[config.mk]
export PLATFORM = sky130hd
export DESIGN_NAME = fifo_rd_sched
export DESIGN_NICKNAME = d
export VERILOG_FILES = /design/src/rtl/fifo_rd_sched.sv
export SDC_FILE = /design/constraint.sdc
export NUM_CORES = 1
export LEC_CHECK = 0
export ABC_AREA = 1
export ABC_CLOCK_PERIOD_IN_PS = 2410
export BUFFER_PORTS_ARGS = -buffer_cell sky130_fd_sc_hd__buf_2
export CORE_MARGIN = 1
export CORE_UTILIZATION = 30
export DETAILED_ROUTE_END_ITERATION = 10
export SYNTH_ARGS = -nofsm -noshare
export SYNTH_HDL_FRONTEND = slang
export SYNTH_SLANG_ARGS = --single-unit
[constraint.sdc]
create_clock -name rclk -period 2.41 [get_ports rclk]
set_clock_uncertainty 0.15 [all_clocks]
set_input_delay 0.241 -clock rclk [delete_from_list [all_inputs] [get_ports rclk]]
set_output_delay 0.241 -clock rclk [all_outputs]
set_load 0.05 [all_outputs]
[src/rtl/fifo_rd_sched.sv]
// Read-side scheduler: round-robin, burst-limited arbitration of NCH async-FIFO
// read ports into one registered valid/ready output stage in the rclk domain.
module fifo_rd_sched #(
    parameter int NCH   = 4,
    parameter int DSIZE = 8,
    parameter int BURST = 4,
    localparam int CW   = $clog2(NCH)
) (
    input  logic                 rclk,
    input  logic                 rrst_n,
    input  logic [NCH-1:0]       ch_en,
    input  logic [NCH-1:0]       rempty,
    input  logic [NCH*DSIZE-1:0] rdata,
    output logic [NCH-1:0]       rinc,
    output logic                 m_valid,
    output logic [DSIZE-1:0]     m_data,
    output logic [CW-1:0]        m_ch,
    input  logic                 m_ready,
    output logic                 busy
);

    typedef enum logic {
        IDLE  = 1'b0,
        GRANT = 1'b1
    } state_t;

    localparam logic [7:0]    BURST_C  = 8'(BURST);
    localparam logic [CW-1:0] LAST_RST = CW'(NCH - 1);
    localparam logic [CW:0]   NCH_C    = (CW+1)'(NCH);

    state_t           state_q, state_d;
    logic [CW-1:0]    g_q, g_d;
    logic [CW-1:0]    last_q, last_d;
    logic [7:0]       beat_cnt_q, beat_cnt_d;
    logic             m_valid_q, m_valid_d;
    logic [DSIZE-1:0] m_data_q, m_data_d;
    logic [CW-1:0]    m_ch_q, m_ch_d;

    logic [NCH-1:0]   cand;
    logic             slot_free;
    logic             pop;
    logic             hit;
    logic [CW-1:0]    win;
    logic [CW:0]      rr_sum;
    logic [CW-1:0]    rr_idx;
    logic [DSIZE-1:0] g_data;

    assign cand      = ch_en & ~rempty;
    assign slot_free = !m_valid_q || m_ready;
    assign pop       = (state_q == GRANT) && slot_free && !rempty[g_q]
                       && ch_en[g_q] && (beat_cnt_q < BURST_C);

    assign m_valid = m_valid_q;
    assign m_data  = m_data_q;
    assign m_ch    = m_ch_q;
    assign busy    = (state_q == GRANT);

    // Round-robin search for the first candidate after the last grant
    always_comb begin
        hit    = 1'b0;
        win    = '0;
        rr_sum = '0;
        rr_idx = '0;
        for (int k = 1; k <= NCH; k++) begin
            rr_sum = {1'b0, last_q} + (CW+1)'(k);
            if (rr_sum >= NCH_C) begin
                rr_sum = rr_sum - NCH_C;
            end
            rr_idx = rr_sum[CW-1:0];
            if (!hit && cand[rr_idx]) begin
                hit = 1'b1;
                win = rr_idx;
            end
        end
    end

    // Select read data of the granted channel
    always_comb begin
        g_data = '0;
        for (int i = 0; i < NCH; i++) begin
            if (g_q == CW'(i)) begin
                g_data = rdata[i*DSIZE +: DSIZE];
            end
        end
    end

    // One-hot pop strobe toward the granted FIFO
    always_comb begin
        rinc = '0;
        if (pop) begin
            rinc[g_q] = 1'b1;
        end
    end

    // Next state: grant search, burst counting, output stage load/drain
    always_comb begin
        state_d    = state_q;
        g_d        = g_q;
        last_d     = last_q;
        beat_cnt_d = beat_cnt_q;
        m_valid_d  = m_valid_q;
        m_data_d   = m_data_q;
        m_ch_d     = m_ch_q;

        if (pop) begin
            m_valid_d  = 1'b1;
            m_data_d   = g_data;
            m_ch_d     = g_q;
            beat_cnt_d = beat_cnt_q + 8'd1;
        end else if (m_ready) begin
            m_valid_d = 1'b0;
        end

        unique case (state_q)
            IDLE: begin
                if (hit) begin
                    state_d    = GRANT;
                    g_d        = win;
                    beat_cnt_d = '0;
                end
            end
            GRANT: begin
                if (!pop && (rempty[g_q] || !ch_en[g_q]
                             || beat_cnt_q == BURST_C)) begin
                    state_d = IDLE;
                    last_d  = g_q;
                end
            end
            default: state_d = IDLE;
        endcase
    end

    // State and output registers
    always_ff @(posedge rclk or negedge rrst_n) begin
        if (!rrst_n) begin
            state_q    <= IDLE;
            g_q        <= '0;
            last_q     <= LAST_RST;
            beat_cnt_q <= '0;
            m_valid_q  <= 1'b0;
            m_data_q   <= '0;
            m_ch_q     <= '0;
        end else begin
            state_q    <= state_d;
            g_q        <= g_d;
            last_q     <= last_d;
            beat_cnt_q <= beat_cnt_d;
            m_valid_q  <= m_valid_d;
            m_data_q   <= m_data_d;
            m_ch_q     <= m_ch_d;
        end
    end

endmodule

Yosys cells after proc, flatten, opt, wreduce, memory -nomap -nowiden
Cells that the tools add are included.

Bits of input ports: 43. Logic and storage cells: 96. Output and inout bits: 16. Flip-flop bits (word level): 24.

Reductions and logical operators: 23. Eq/ne operators: 4. Multiplexer cells: 39. $lt $le $gt $ge: 11. Bitwise logic cells: 3. Add/subtract/negate cells: 9.

Operator list (number): two-way mux 8 bit (7); two-way mux 2 bit (8); < comparator 2 x 3 -> 1 bit, second input constant (5); two-way mux 1 bit (15); binary-select mux 1 bit (select 2 bit) (6); greater-or-equal comparator 3 bit, second input constant (4); logical AND 1 bit (9); adder 8 x 1 -> 8 bit, second input constant (1); == test 8 x 3 -> 1 bit, second input constant (1); < comparator 8 x 3 -> 1 bit, second input constant (1); subtractor 2 x 1 -> 2 bit, second input constant (4); zero test 1 bit (7); adder 2 x 2 -> 3 bit, second input constant (2); bitwise AND 4 bit (1); == test 2 bit, second input constant (2); two-way mux 4 bit (1); inverter 4 bit (1); AND reduction 2 bit (2); adder 2 x 1 -> 3 bit, second input constant (1); adder 2 x 3 -> 3 bit, second input constant (1); logical OR 1 bit (3); demux 1 bit (select 2 bit) (1); == test 2 x 1 -> 1 bit, second input constant (1); greater-or-equal comparator 2 x 1 -> 1 bit, second input constant (1); other kinds (4) (4).

Logic depth before layout (Yosys ltp)
Gate-level depths: netlist of the first run.

Depth after elaboration: 17. Depth in mapped cells: 13. Mapped depth without buffers: 12.

Worst setup path before layout of the first run
No wires, ideal clock.

Path kind: reg-to-output. From: reg m_valid_q (netlist: m_valid). To: out rinc[2]. Stages on the path, launching flop included: 8. Slack: 0.081 ns. Arrival time: 1.938 ns. Data required time: 2.019 ns. Path through: dfrtp_1 nand2_1 nand3_1 nor3_1 nand2_2 inv_2 nand2_1 nor2_1.

Cells in the longest elaborated chain, start to end: 7.

Ends and longest elaborated chain: start, declared (line 35) `logic m_valid_q, m_valid_d;`; start signal, assigned (line 148) `m_valid_q <= m_valid_d;`; zero test 1 bit (line 49) `assign slot_free = !m_valid_q || m_ready;`; logical OR 1 bit (line 49); logical AND 1 bit (2 in a row) (line 50) `assign pop = (state_q == GRANT) && slot_free && !rempty[g_q]`; logical AND 1 bit (2 in a row) (line 51) `&& ch_en[g_q] && (beat_cnt_q < BURST_C);`; two-way mux 4 bit (line 90) `if (pop) begin`; end, declared (line 14) `output logic [NCH-1:0] rinc,`.

Every way passes these cells.

Worst setup path after layout of the first run
From: reg g_q[0]. To: out rinc[2].

Cells in the longest elaborated chain, start to end: 7. Elaborated cells on any way between the ends: 14. Those cells by class: 2 x order compare; 7 x mux; 5 x reduce/logical.

Ends and longest elaborated chain: start, declared (line 32) `logic [CW-1:0] g_q, g_d;`; start signal, assigned (line 145) `g_q <= g_d;`; parallel branches: the longest is 6 deep, another holds < comparator 2 x 3 -> 1 bit; two-way mux 4 bit * (line 90).

Mark *: on every way between the ends. The select of a mux whose other input is x is not followed.

==> results of run 1 <==
-- cell usage after synthesis --
cell and count:
a21oi_1 4, a21oi_2 2, a221oi_1 7, buf_2 1, buf_6 5, dfrtp_1 22, dfstp_2 2, ha_1 2
inv_1 17, inv_2 3, inv_4 3, inv_6 1, nand2_1 71, nand2_2 5, nand2_4 1, nand3_1 27
nand3_2 4, nand4_1 2, nand4_2 1, nor2_1 8, nor2_2 2, nor2_8 1, nor3_1 1, nor3_2 3
o21ai_0 3, o21ai_1 5, o21ai_2 6
-- per-layer routing --
| metal | routed length, um | vias up | part of all wire (%) | GRT usage [%] |
|---|---|---|---|---|
| li1 | - | 816 | - | - |
| met1 | 1990 | 722 | 51 | 22.0 |
| met2 | 1740 | 38 | 44 | 22.0 |
| met3 | 130 | 5 | 3.3 | 2.01 |
| met4 | 75 | 0 | 1.9 | 6.92 |
| met5 | 0 | - | 0 | 0 |
-- sequential cells by signal, indices dropped and copies added (netlist names) --
register    cells
m_valid         1
beat_cnt_q      8
last_q          2
busy            1
m_ch            2
m_data          8
g_q             2
-- cells by family (layout without fill, tap and decap cells) --
| group | after synthesis | count (layout) | synth area share [%] |
|---|---|---|---|
| flops | 24 | 24 | 37.9 |
| compound gates | 27 | 27 | 12.0 |
| buf+inv | 30 | 92 | 10.3 |
| simple gates | 126 | 126 | 38.2 |
| fa+ha+maj | 2 | 2 | 1.57 |
-- cells in the final DEF, fill, tap and decap left out, types with 3 or more instances in the layout --
master / n
nand2_1: 71
buf_2: 56
nand3_1: 27
dfrtp_1: 20
inv_1: 17
nor2_1: 8
a221oi_1: 7
o21ai_2: 6
nand2_2: 5
o21ai_1: 5
buf_4: 5
a21oi_1: 4
nand3_2: 4
inv_4: 3
nor3_2: 3
inv_2: 3
o21ai_0: 3
clkbuf_8: 3
-- power by group --
part	internal (mW)	switching, mW	total, mW
Combinational	0.513	1.15	1.67
Clock	0.222	0.137	0.360
Sequential	0.553	0.150	0.703
-- final timing paths --
path | to | slack (ps) | depth (start not counted)
worst max-delay path | rinc[2] | 140 | 9
worst min-delay path | m_valid$_DFFE_PN0P_ | 70 | 4
worst max register to register | g_q[1]$_DFFE_PN0P_ | 610 | 11
worst min register to register | m_data[6]$_DFFE_PN0P_ | 330 | 2
max in group asynchronous | g_q[1]$_DFFE_PN0P_ | 1390 | 2
min in group asynchronous | beat_cnt_q[0]$_DFF_PN0_ | 320 | 2
-- area by class of cell --
type                            count  area (um2)
Timing Repair Buffer               64         343
Inverter                           24         103
Sequential cell                    24         606
Multi-Input combinational cell    155         823
Clock inverter                      1        30.0
Clock buffer                        3        41.3
Fill cell                         548        3070
Tap cell                           70        87.6
-- worst max-delay path: stages, from the launching register on --
cell	delay [ps]
dfrtp_2	500
buf_4	170
nand3_2	60
nand2_1	50
nor3_2	170
nand2_2	120
inv_2	90
nand2_1	90
nor2_1	110
clkbuf_4	240
-- stage by stage --
step,hold slack [ps],worst slack [ps]
floorplan,-205,80.9
global placement,107,257
detailed placement,119,187
CTS,58.0,38.9
global route,96.5,9.07
finish,66.3,144
-- timing repair --
item	CTS	global route
buffers inserted	0	3
setup endpoints to repair	3	2
pin swaps	0	0
resized for setup	2	2
endpoints found under the hold margin	22	0
hold buffers	1	0
==> results.sh, run 1 <==
export IMPL_status="complete, no violations"
export IMPL_cap_violations=0
export IMPL_detail_route_antenna_nets=0
export IMPL_clk_pin_slew_ps=90
export IMPL_synthTopCellsByArea="dfrtp_1, nand2_1, nand3_1"
export IMPL_crit_required_ps=2020
export IMPL_end_kind="output pin"
export IMPL_synth_area_leader_cell="dfrtp_1"
export IMPL_drc_errors=0
export IMPL_hold_viol_final=0
export IMPL_holdCritStartpoint="m_ready"
export IMPL_n_antenna_cell=0
export IMPL_stdcell_count=341
export IMPL_min_period_ps=2270
export IMPL_die_area_um2=5600
export IMPL_dpl_cell_area_um2=1920
export IMPL_ys_seq_area_share_pct=37.9
export IMPL_htreeDepth=1
export IMPL_nets=317
export IMPL_setup_tns_final_ps=0
export IMPL_design_area_um2=2030
export IMPL_drtIter0Drc=92
export IMPL_power_density_nw_per_um2=1340
export IMPL_cts_buffers=3
export IMPL_gp_congestion=0.776
export IMPL_crit_type="flop to output pin"
export IMPL_dp_cells=333
export IMPL_synthCells=209
export IMPL_synth_seq_cells=24
export IMPL_vias=1581
export IMPL_first_global_vias=1411
export IMPL_max_slew_margin_pct=63.7
export IMPL_viasPerCell=4.64
export IMPL_drv_slew=0
export IMPL_yosysUniqueCellTypes=27
export IMPL_post_route_util_pct=39.8
export IMPL_syn_area_per_cell_um2=7.61
export IMPL_fmax_ghz=0.441
export IMPL_finalSetupViolCount=0
export IMPL_die_w_um=74.8
export IMPL_cp_arrival_ps=1880
export IMPL_wire_per_inst_um=11.5
export IMPL_start_util_pct=31.1
export IMPL_dp_hpwl_um=3100
export IMPL_wirelength_um=3930
export IMPL_cts_sinks=24
export IMPL_clock_latency_ps=270
export IMPL_area_growth_syn_to_layout_pct=27.9
export IMPL_pin_count=59
export IMPL_grtUsageTotal_pct=15.1
export IMPL_yosysWarningCount=0
export IMPL_grt_ovfl_total=0
export IMPL_p_total_mw=2.73
export IMPL_vdd_ir_drop_max_v=0.000649
export IMPL_hp_class="input pin to flop"
export IMPL_syn_nets=254
export IMPL_critPathMaxFanout=7
export IMPL_drive_gt1_share_pct=38.0
export IMPL_period_share_pct=94.0
export IMPL_ctsRootBufferMaster="clkbuf_8"
export IMPL_die_h_um=74.8
export IMPL_design_core_area_um2=5110
export IMPL_antenna_found_initial=0
export IMPL_synth_top_cell_area_share_pct=34.6
export IMPL_grt_start_max_net_pins=25
export IMPL_row_count=26
export IMPL_cts_tree="built"
export IMPL_clk_path_buf_depth=2
export IMPL_synthesis_area_um2=1590
export IMPL_power_leakage_nw=1.11
export IMPL_r2r_start="last_q[0]$_DFFE_PN1P_"
export IMPL_port_buffers=58
export IMPL_drt_pass1_iter_count=4
export IMPL_crit_start="g_q[0]$_DFFE_PN0P_"
export IMPL_grt_pass1_wl_um=6380
export IMPL_worst_slew_pin_transition_ps=544
export IMPL_rsz0062_at_grt="false"
export IMPL_start_kind="flop"
Power figures use the tool's default switching activity.
==> run 2, diff against run 1 <==
--- a/config.mk
+++ b/config.mk
@@ -6,11 +6,12 @@
 export NUM_CORES = 1
 export LEC_CHECK = 0
 export ABC_AREA = 1
-export ABC_CLOCK_PERIOD_IN_PS = 2410
+export ABC_CLOCK_PERIOD_IN_PS = 2600
 export BUFFER_PORTS_ARGS = -buffer_cell sky130_fd_sc_hd__buf_2
 export CORE_MARGIN = 1
 export CORE_UTILIZATION = 30
 export DETAILED_ROUTE_END_ITERATION = 10
+export PLACE_DENSITY_LB_ADDON = 0.2
 export SYNTH_ARGS = -nofsm -noshare
 export SYNTH_HDL_FRONTEND = slang
 export SYNTH_SLANG_ARGS = --single-unit
==> constraint.sdc (replaced) <==
create_clock -name rclk -period 2.6 [get_ports rclk]
set_clock_uncertainty 0.15 [all_clocks]
set_input_delay 0.26 -clock rclk [delete_from_list [all_inputs] [get_ports rclk]]
set_output_delay 0.26 -clock rclk [all_outputs]
set_load 0.05 [all_outputs]
==> run 2 against run 1 <==
Net effect: final area is 2.3% lower; hold slack better by 52 ps; via count is 3.4% lower; cell count is 0.59% lower; combinational power is 9.6% lower; critical endpoint unchanged; largest power group unchanged; highest routed layer unchanged.
==> results.sh, run 2 (synthesis results as in run 1) <==
export IMPL_status="complete, no violations"
export IMPL_drt_pass1_iter_count=6
export IMPL_fmax_ghz=0.420
export IMPL_ctsRootBufferMaster="clkbuf_8"
export IMPL_end_kind="output pin"
export IMPL_pin_count=59
export IMPL_port_buffers=58
export IMPL_wirelength_um=3890
export IMPL_crit_required_ps=2190
export IMPL_setup_tns_final_ps=0
export IMPL_clk_pin_slew_ps=80
export IMPL_first_global_vias=1341
export IMPL_min_path_cells=4
export IMPL_max_slew_margin_pct=64.1
export IMPL_n_antenna_cell=0
export IMPL_p_clk_share_pct=9.4
export IMPL_design_area_um2=1990
export IMPL_crit_slowest_cell="dfrtp_2"
export IMPL_die_w_um=74.8
export IMPL_die_h_um=74.8
export IMPL_period_share_pct=91.5
export IMPL_cts_buffers=3
export IMPL_grt_ovfl_total=0
export IMPL_fill_cells=544
export IMPL_switchingPower_mw=1.31
export IMPL_hold_viol_final=0
export IMPL_clock_latency_ps=260
export IMPL_power_leakage_nw=1.08
export IMPL_wire_per_inst_um=11.5
export IMPL_drive_gt1_share_pct=37.2
export IMPL_vdd_ir_drop_max_v=0.000528
export IMPL_slowest_delay_ps=520
export IMPL_dpl_cell_area_um2=1930
export IMPL_p_total_mw=2.39
export IMPL_pwr_share_comb_pct=63.2
export IMPL_viasPerCell=4.51
export IMPL_area_growth_syn_to_layout_pct=24.9
export IMPL_sequentialPowerShare_pct=27.4
export IMPL_final_common_cell="nand2_1"
export IMPL_rsz0062_at_grt="false"
export IMPL_reg2reg_depth=11
export IMPL_hp_class="input pin to flop"
export IMPL_grt_start_max_net_pins=25
export IMPL_crit_type="flop to output pin"
export IMPL_worst_slew_pin_transition_ps=538
export IMPL_start_kind="flop"
export IMPL_antenna_found_initial=0
export IMPL_drc_errors=0
export IMPL_nets=315
export IMPL_power_density_nw_per_um2=1200
export IMPL_cpMostUsedCell="nand2_1"
export IMPL_cts_tree="built"
export IMPL_post_route_util_pct=38.9
export IMPL_critPathMaxFanout=8
export IMPL_layout_common_cells="nand2_1, buf_2, nand3_1"
export IMPL_cap_violations=0
export IMPL_detail_route_antenna_nets=0
export IMPL_min_period_ps=2380
export IMPL_grt_pass1_wl_um=6090
export IMPL_path_cells="nand2_1, a21oi_1, nor3_2, nand2_2, inv_2, nand2_1, nor2_1, buf_2"
export IMPL_drtIter0Drc=64
export IMPL_dp_hpwl_um=3150
export IMPL_start_util_pct=31.1
export IMPL_gp_congestion=0.801
export IMPL_finalSetupViolCount=0
export IMPL_vias=1528
export IMPL_drv_slew=0
export IMPL_row_count=26
export IMPL_clk_path_buf_depth=2
export IMPL_htreeDepth=1
export IMPL_cts_sinks=24
export IMPL_cp_arrival_ps=1970
export IMPL_grtUsageTotal_pct=14.3
export IMPL_intPower_mw=1.08
export IMPL_design_core_area_um2=5110
export IMPL_die_area_um2=5600
export IMPL_swShare_pct=54.9
-- run 2: cell count changes in the layout (fill, tap and decap cells not counted) --
cell / change
clkbuf_1: +1
bufinv_16: -1
buf_2: +2
clkbuf_4: -2
buf_4: -2
-- run 2: final timing paths --
check | slack, ps | to | start
worst max-delay path | 220 | rinc[2] | g_q[1]$_DFFE_PN0P_
worst min-delay path | 120 | m_valid$_DFFE_PN0P_ | m_ready
worst max register to register | 780 | g_q[1]$_DFFE_PN0P_ | last_q[0]$_DFFE_PN1P_
worst min register to register | 330 | m_data[4]$_DFFE_PN0P_ | m_data[4]$_DFFE_PN0P_
max in group asynchronous | 1540 | g_q[0]$_DFFE_PN0P_ | rrst_n
min in group asynchronous | 370 | m_data[5]$_DFFE_PN0P_ | rrst_n
-- run 2: power by group through the flow --
stage | logic (mW) | registers (mW) | clock network, mW
after detailed placement | 1.53 | 0.662 | 0
after floorplan | 1.03 | 0.865 | 0
after global routing | 1.69 | 0.676 | 0.247
final | 1.51 | 0.656 | 0.224
after CTS | 1.54 | 0.653 | 0.235
after global placement | 1.53 | 0.659 | 0
-- run 2: timing repair --
action,in CTS,in global routing
hold endpoints to repair,22,0
setup buffers,0,0
resized for setup,0,2
setup endpoints to repair,0,2
hold buffers,1,0
-- run 2: critical path, delay by kind of cell (launching register included) --
| family | cells | cell delay (ps) |
|---|---|---|
| AO/OA/AOI/OAI | 1 | 60 |
| flip-flops | 1 | 520 |
| buffers and inverters | 2 | 390 |
| AND/OR/NAND/NOR | 5 | 720 |
-- run 2: cell type report --
cell class                      count  area, um2  area share [%]
Multi-Input combinational cell    155        823            41.4
Timing Repair Buffer               62        323            16.2
Sequential cell                    24        606            30.5
Inverter                           24        103            5.16
Clock buffer                        4       45.0            2.27
Tap cell                           70       87.6            4.41
-- run 2: per-layer routing --
layer,up-vias,global-route usage (%),wire length (um)
met5,-,0,0
met4,0,5.03,53
met3,4,1.07,93
met2,28,21.9,1770
met1,688,21.2,1970
li1,808,-,-
-- run 2: metrics by stage --
| stage | hold WS, ps | worst slack (ps) | std cells |
|---|---|---|---|
| floorplan | -186 | 252 | 209 |
| global placement | 128 | 363 | 334 |
| detailed placement | 129 | 313 | 334 |
| CTS | 117 | 6.24 | 339 |
| global route | 135 | 42.8 | 339 |
| finish | 118 | 221 | 339 |
